### src/rtl/uart_loader.sv
// Serial boot loader: receives an 8N1 UART image (4-byte LE word count, then LE words)
// and presents each word with its byte address for the CPU to write into memory.
module uart_loader #(
  parameter int          CLK_FREQ  = 100_000_000,
  parameter int          BAUD      = 115_200,
  parameter logic [31:0] BASE_ADDR = 32'h0000_0000,
  parameter int          MAX_WORDS = 16384
) (
  input  logic        clk,
  input  logic        rst_n,
  input  logic        rx,
  output logic [31:0] uart_data,
  output logic [31:0] uart_addr,
  output logic        uart_wen,
  output logic        uart_done,
  output logic        frame_err,
  output logic [15:0] words_loaded
);

  localparam int CPB = CLK_FREQ / BAUD;
  localparam int TW  = $clog2(CPB);
  localparam logic [TW-1:0] T_HALF = TW'(CPB / 2 - 1);
  localparam logic [TW-1:0] T_FULL = TW'(CPB - 1);

  typedef enum logic [2:0] {RX_IDLE, RX_START, RX_DATA, RX_STOP, RX_WAIT} rx_st_t;
  typedef enum logic [1:0] {LD_HDR, LD_BODY, LD_DONE} ld_st_t;

  // rx_d is one cycle behind rx_s so that IDLE can see a falling edge
  logic rx_m, rx_s, rx_d;
  always_ff @(posedge clk or negedge rst_n)
    if (!rst_n) {rx_m, rx_s, rx_d} <= 3'b111;
    else        {rx_m, rx_s, rx_d} <= {rx, rx_m, rx_s};

  rx_st_t        rx_st, rx_nxt;
  logic [TW-1:0] timer;
  logic [2:0]    bit_idx;
  logic [7:0]    shreg;
  logic          byte_valid;
  logic [7:0]    rx_byte;
  logic          tick_half, tick_full;

  assign tick_half = (timer == T_HALF);
  assign tick_full = (timer == T_FULL);

  always_ff @(posedge clk or negedge rst_n)
    if (!rst_n) rx_st <= RX_IDLE;
    else        rx_st <= rx_nxt;

  always_comb begin
    rx_nxt = rx_st;
    case (rx_st)
      RX_IDLE:  if (rx_d && !rx_s) rx_nxt = RX_START;
      RX_START: if (tick_half) rx_nxt = rx_s ? RX_IDLE : RX_DATA;
      RX_DATA:  if (tick_full && bit_idx == 3'd7) rx_nxt = RX_STOP;
      RX_STOP:  if (tick_full) rx_nxt = rx_s ? RX_IDLE : RX_WAIT;
      RX_WAIT:  if (rx_s) rx_nxt = RX_IDLE;
      default:  rx_nxt = RX_IDLE;
    endcase
  end

  always_ff @(posedge clk or negedge rst_n)
    if (!rst_n) begin
      timer      <= '0;
      bit_idx    <= '0;
      shreg      <= '0;
      byte_valid <= 1'b0;
      rx_byte    <= '0;
      frame_err  <= 1'b0;
    end else begin
      byte_valid <= 1'b0;
      case (rx_st)
        RX_START: timer <= tick_half ? '0 : timer + 1'b1;
        RX_DATA: begin
          if (tick_full) begin
            shreg   <= {rx_s, shreg[7:1]};
            bit_idx <= bit_idx + 1'b1;
            timer   <= '0;
          end else timer <= timer + 1'b1;
        end
        RX_STOP: begin
          if (tick_full) begin
            timer <= '0;
            if (rx_s) begin
              byte_valid <= 1'b1;
              rx_byte    <= shreg;
            end else frame_err <= 1'b1;
          end else timer <= timer + 1'b1;
        end
        default: begin
          timer   <= '0;
          bit_idx <= '0;
        end
      endcase
    end

  ld_st_t      ld_st, ld_nxt;
  logic [1:0]  byte_cnt;
  logic [31:0] asm_word, word_nxt;
  logic [15:0] n_eff, n_clamped;
  logic        hdr_last, word_last, img_last;

  // bytes shift in from the top so the first byte ends up in bits [7:0]
  assign word_nxt  = {rx_byte, asm_word[31:8]};
  assign n_clamped = (word_nxt > 32'(MAX_WORDS)) ? 16'(MAX_WORDS) : word_nxt[15:0];
  assign hdr_last  = (ld_st == LD_HDR)  && byte_valid && (byte_cnt == 2'd3);
  assign word_last = (ld_st == LD_BODY) && byte_valid && (byte_cnt == 2'd3);
  assign img_last  = (words_loaded + 16'd1 == n_eff);

  always_ff @(posedge clk or negedge rst_n)
    if (!rst_n) ld_st <= LD_HDR;
    else        ld_st <= ld_nxt;

  always_comb begin
    ld_nxt = ld_st;
    case (ld_st)
      LD_HDR:  if (hdr_last) ld_nxt = (n_clamped == 16'd0) ? LD_DONE : LD_BODY;
      LD_BODY: if (word_last && img_last) ld_nxt = LD_DONE;
      default: ld_nxt = LD_DONE;
    endcase
  end

  always_ff @(posedge clk or negedge rst_n)
    if (!rst_n) begin
      byte_cnt     <= '0;
      asm_word     <= '0;
      n_eff        <= '0;
      uart_data    <= '0;
      uart_addr    <= BASE_ADDR;
      uart_wen     <= 1'b0;
      uart_done    <= 1'b0;
      words_loaded <= '0;
    end else begin
      uart_wen <= 1'b0;
      if (ld_st != LD_DONE && byte_valid) begin
        byte_cnt <= byte_cnt + 1'b1;
        asm_word <= word_nxt;
      end
      if (hdr_last) begin
        n_eff <= n_clamped;
        // empty image: done must follow the last header strobe directly
        if (n_clamped == 16'd0) uart_done <= 1'b1;
      end
      if (word_last) begin
        uart_data    <= word_nxt;
        uart_addr    <= BASE_ADDR + {14'd0, words_loaded, 2'b00};
        uart_wen     <= 1'b1;
        words_loaded <= words_loaded + 16'd1;
      end
      // entering DONE after a word lands one cycle after its wen pulse
      if (ld_st == LD_DONE) uart_done <= 1'b1;
    end

endmodule
### config.mk
export PLATFORM = sky130hd
export DESIGN_NAME = uart_loader
export DESIGN_NICKNAME = d
export VERILOG_FILES = /design/src/rtl/uart_loader.sv
export SDC_FILE = /design/constraint.sdc
export NUM_CORES = 1
export LEC_CHECK = 0
export CORE_ASPECT_RATIO = 1.75
export CORE_MARGIN = 5
export CORE_UTILIZATION = 40
export CTS_CLUSTER_SIZE = 24
export DETAILED_ROUTE_END_ITERATION = 7
export PLACE_DENSITY = 0.62
export SLEW_MARGIN = 20
export SYNTH_ARGS = -nofsm -noshare
export SYNTH_HDL_FRONTEND = slang
export SYNTH_SLANG_ARGS = --single-unit
### constraint.sdc
create_clock -name clk -period 4.3 [get_ports clk]
set_input_delay 0.645 -clock clk [delete_from_list [all_inputs] [get_ports clk]]
set_output_delay 0.645 -clock clk [all_outputs]
set_load 0.05 [all_outputs]
# ---- Yosys cells after proc, flatten, opt, wreduce, memory -nomap -nowiden
# Index checks and enable logic that the tools add are counted.
dict set report word_totals {
  regBits 155
  latchBits 0
  ramBits 0
  mem_bits_ro 0
  input_bits 3
  elab_cells 94
  n_memories 0
}
dict set report op_classes {
  n_addsub 4
  multipliers 0
  div_mod_pow 0
  magnitude_cmp 1
  n_eq_ne 20
  shifts 0
  mux 25
  n_bitwise 2
  n_reduce_logical 23
}
# operator n
set op_table {}
lappend op_table {{$gt A32 B15 Y1 const B} 1}
lappend op_table {{$mux W3} 7}
lappend op_table {{$mux W10} 2}
lappend op_table {{$pmux W10 S2} 1}
lappend op_table {{$add A16 B1 Y16 const B} 1}
lappend op_table {{$eq A16 B16 Y1} 1}
lappend op_table {{$logic_not A16 Y1} 1}
lappend op_table {{$mux W16} 1}
lappend op_table {{$ne A2 B2 Y1 const B} 8}
lappend op_table {{$pmux W3 S5} 1}
lappend op_table {{$add A10 B1 Y10 const B} 1}
lappend op_table {{$eq A10 B10 Y1 const B} 1}
lappend op_table {{$eq A10 B9 Y1 const B} 1}
lappend op_table {{$logic_and A1 B1 Y1} 8}
lappend op_table {{$mux W2} 4}
lappend op_table {{$reduce_and A2 Y1} 4}
lappend op_table {{$mux W1} 7}
lappend op_table {{$eq A3 B2 Y1 const B} 2}
lappend op_table {{$eq A3 B3 Y1 const B} 2}
lappend op_table {{$pmux W3 S2} 1}
lappend op_table {{$reduce_and A3 Y1} 2}
lappend op_table {{$reduce_and A5 Y1} 1}
lappend op_table {{$eq A2 B2 Y1 const B} 2}
lappend op_table {{$pmux W2 S2} 1}
lappend op_table {{11 further kinds} 14}

# ---- Longest topological paths before layout
dict set report depth {
  ltp_word 6
  mapped_depth 8
  mapped_depth_nobuf 8
}

# ---- Least setup slack after synthesis
# No wires, ideal clock.
dict set report synth_timing {
  path_type {flip-flop to flip-flop}
  from {register words_loaded[1]}
  to {register ld_st[0]}
  t_arrival_ps 2422
  t_required_ps 4155
  setup_slack_ps 1732
  stages_incl_launch_ff 9
  path_cell_list {dfrtp_1 -> ha_1 -> clkbuf_1 -> nand3_1 -> nor2_1 -> and4_1 -> o2111ai_1 -> a2111oi_1 -> o32ai_1}
}
dict set report synth_between {
  elab_chain_cells 5
}
# element line
set synth_rtl {}
lappend synth_rtl {{start, declared} 17} ;# output logic [15:0] words_loaded
lappend synth_rtl {{start signal, assigned} 147} ;# words_loaded <= words_loaded + 16'd1;
lappend synth_rtl {{$add A16 B1 Y16} 107} ;# assign img_last = (words_loaded + 16'd1 == n_eff);
lappend synth_rtl {{$eq A16 B16 Y1} 107}
lappend synth_rtl {{$logic_and A1 B1 Y1} 117} ;# LD_BODY: if (word_last && img_last) ld_nxt = LD_DONE;
lappend synth_rtl {{$ne A2 B1 Y1 (no line)} -}
lappend synth_rtl {{$reduce_and A2 Y1 (no line)} -}
lappend synth_rtl {{end signal, assigned} 111} ;# else ld_st <= ld_nxt;
lappend synth_rtl {{end, declared} 96} ;# ld_st_t ld_st, ld_nxt;
# No other way between the ends.
# A chain may end at the register's enable or synchronous reset.

# ---- Worst setup path in the final report
dict set report layout_timing {
  from {register words_loaded[0]}
  to {register ld_st[0]}
}
# The elaborated chain is that of the path after synthesis.

==> impl_metrics.yaml <==
drt:
  first_pass_iters: 5
  drtAntennaViolNets: 0
  viasPerCell: 5.17
  wirelength_mm: 14.3
  vias: 4530
  wire_per_inst_microns: 16.3
  detail_route.drc_violations: 0
  first_iter_violations: 179
timing:
  period_minus_slack_ps: 2680
  grt_setup_unrepaired: "false"
  max_freq_ghz: 0.373
  fin_skew_ps: 12.2
  hold_slack_ps: 315
  hold_violations: 0
  finalMaxSlewViolations: 0
  setup_viol: 0
  post-route-period-util_pct: 62.3
  tightest_slew_ps: 850
  fin_setup_tns_ps: 0
  max-slew-margin-rel_pct: 43.2
clock_tree:
  htree_levels: 4
  root_buffer: "clkbuf_16"
  clk_pin_slew_worst_paths_ps: 60
  clk_path_buf_depth: 2
  postCtsResizedCells: 0
  clock-sinks: 147
  clk_latency_ps: 410
  cts_tree: "done"
  postCtsSetupRepairBufs: 0
  cts_buffers: 17
  hold_buffers: 0
cells_and_area:
  n_antenna_cell: 0
  nFillCells: 1488
  layout.cells.most_common_list: "nand2_1 (156), dfrtp_1 (144), clkdlybuf4s50_1 (68), mux2_2 (33), nor2_1 (32)"
  drive_gt1_share_pct: 13.3
  nets: 680
  area_delta_synth_final_pct: 21.6
  final_common_cell: "nand2_1"
  fin_cells: 876
logic_synthesis:
  synthDistinctLibCells: 64
  synth_warnings: 0
  syn_inst: 614
  synth_ff_type: "dfrtp_1"
  synthArstFlopShare_pct: 100
  synth_edf_count: 0
  ys_seq_elements: 147
  ys_seq_area_share_pct: 56.2
  synthesis.area_sq_um: 6550
  syn_avg_cell_area_sq_um: 10.7
critical_path:
  reg2reg_from: "words_loaded[0]"
  r2r_end: "ld_st[0]"
  setup.worst_path.class: "register to register"
  worst_path_max_delay_cell: "dfrtp_1"
  path_max_fanout: 10
  critPathCaptureType: "register"
  required_ps: 4550
  cp_num_cells: 7
  path_cells: "ha_1, nand3_1, nor2_1, and4_1, o2111ai_1, a2111oi_1, o32ai_1"
  worstSetupEndpoint: "ld_st[0]"
  cp-start-kind: "register"
  r2r_cells: 7
  crit_family: "simple AND/OR/NAND/NOR gates"
  crit_start: "words_loaded[0]"
  path_buf_inv: 0
  r2r_slack_ps: 1620
  arrival_ps: 2930
  slowest_delay_ps: 540
global_route:
  grt_first_pass_wirelength_mm: 24.1
  grt_max_degree: 94
  grt_pass1_vias: 4754
  antenna_found_initial: 0
  grt.total_usage_pct: 15.9
  overflow: 0
floorplanning:
  initial_utilization_pct: 40.2
  die_w_microns: 107
  die_height_microns: 179
  num_rows: 62
  coreArea_sq_um: 16300
  dieArea_sq_um: 19100
  ios: 86
status:
  status: "finished clean"
flow_run:
  cap_viol_max_count: 0
power_and_ir_drop:
  leakagePower_uw: 0.00396
  peakVddDrop_v: 0.000237
  powerDensity_nw_per_um2: 409
placed_design:
  portBuffers: 69
  place_inst: 844
  dp_hpwl_mm: 10.0
  gp_congestion: 0.838
worst_hold_path:
  hold_path.class: "input port to async pin"
[area by class of cell]
type	instances	area [sq um]	area share (%)
clock buffer	20	457	5.73
clock inverter	12	204	2.56
inverter	13	48.8	0.613
multi-input combinational	418	2600	32.7
sequential	147	3680	46.2
tap	192	240	3.02
timing repair buffer	74	729	9.16
[synth_stat cells (10+ instances only)]
cell / instances / share of area, %
xnor2_1: 17 / 2.3
mux2_2: 33 / 5.7
clkbuf_1: 21 / 1.2
buf_4: 18 / 2.1
inv_1: 12 / 0.69
nand3_1: 10 / 0.76
dfrtp_1: 144 / 55
xor2_1: 24 / 3.2
nand4_1: 13 / 1.2
nor2_1: 32 / 1.8
a22o_1: 16 / 2.1
nand2_1: 156 / 8.9
[registers in the layout, indices dropped and copies added, names as in the netlist, 3 cells and up]
name and flops:
shreg 8, uart_data 32, words_loaded 16, rx_byte 8
asm_word 24, timer 10, n_eff 16, rx_st 3
uart_addr 16, bit_idx 3
[where the power goes]
group	switching, uW	total (uW)	internal [uW]	leakage (uW)
sequential	50.0	1470	1420	0.00203
combinational	114	158	43.7	0.00161
clock	574	1640	1060	0.000312
[per-layer routing]
layer	track usage (%)	vias up	part of all wire, %
li1	-	2169	-
met1	17.1	2232	38
met2	30.1	108	56
met3	3.32	21	3.3
met4	6.13	0	2.3
met5	0	-	0
[worst min-delay path by stage]
stage	from	to	slack (ps)	cells after the start
5_1_grt	rx_m	rx_s	370	0
2_1_floorplan	rst_n	asm_word[10]	350	0
6_report	rst_n	uart_addr[3]	310	1
3_3_place_gp	rx_m	rx_s	350	0
4_1_cts	rst_n	uart_addr[3]	330	1
3_5_place_dp	rx_m	rx_s	350	0
[kinds of logic after synthesis]
kind of cell | after synthesis | synth area share (%)
compound gates | 58 | 6.84
xor+xnor | 41 | 5.48
fa+ha+maj | 6 | 1.15
buf+inv | 64 | 4.97
flops | 147 | 56.2
mux | 42 | 7.68
other cells | 1 | 0.0572
simple gates | 255 | 17.6
[stage by stage]
step,util (%),worst slack [ps],area [sq um],power [uW]
2_1_floorplan,-,1730,6610,1610
3_3_place_gp,44.8,1670,7300,1640
3_5_place_dp,44.8,1660,7300,1650
4_1_cts,48.9,1630,7970,3290
5_1_grt,48.9,1430,7970,3390
6_report,48.9,1620,7970,3260
No activity file was read; power rests on OpenSTA's default activity.
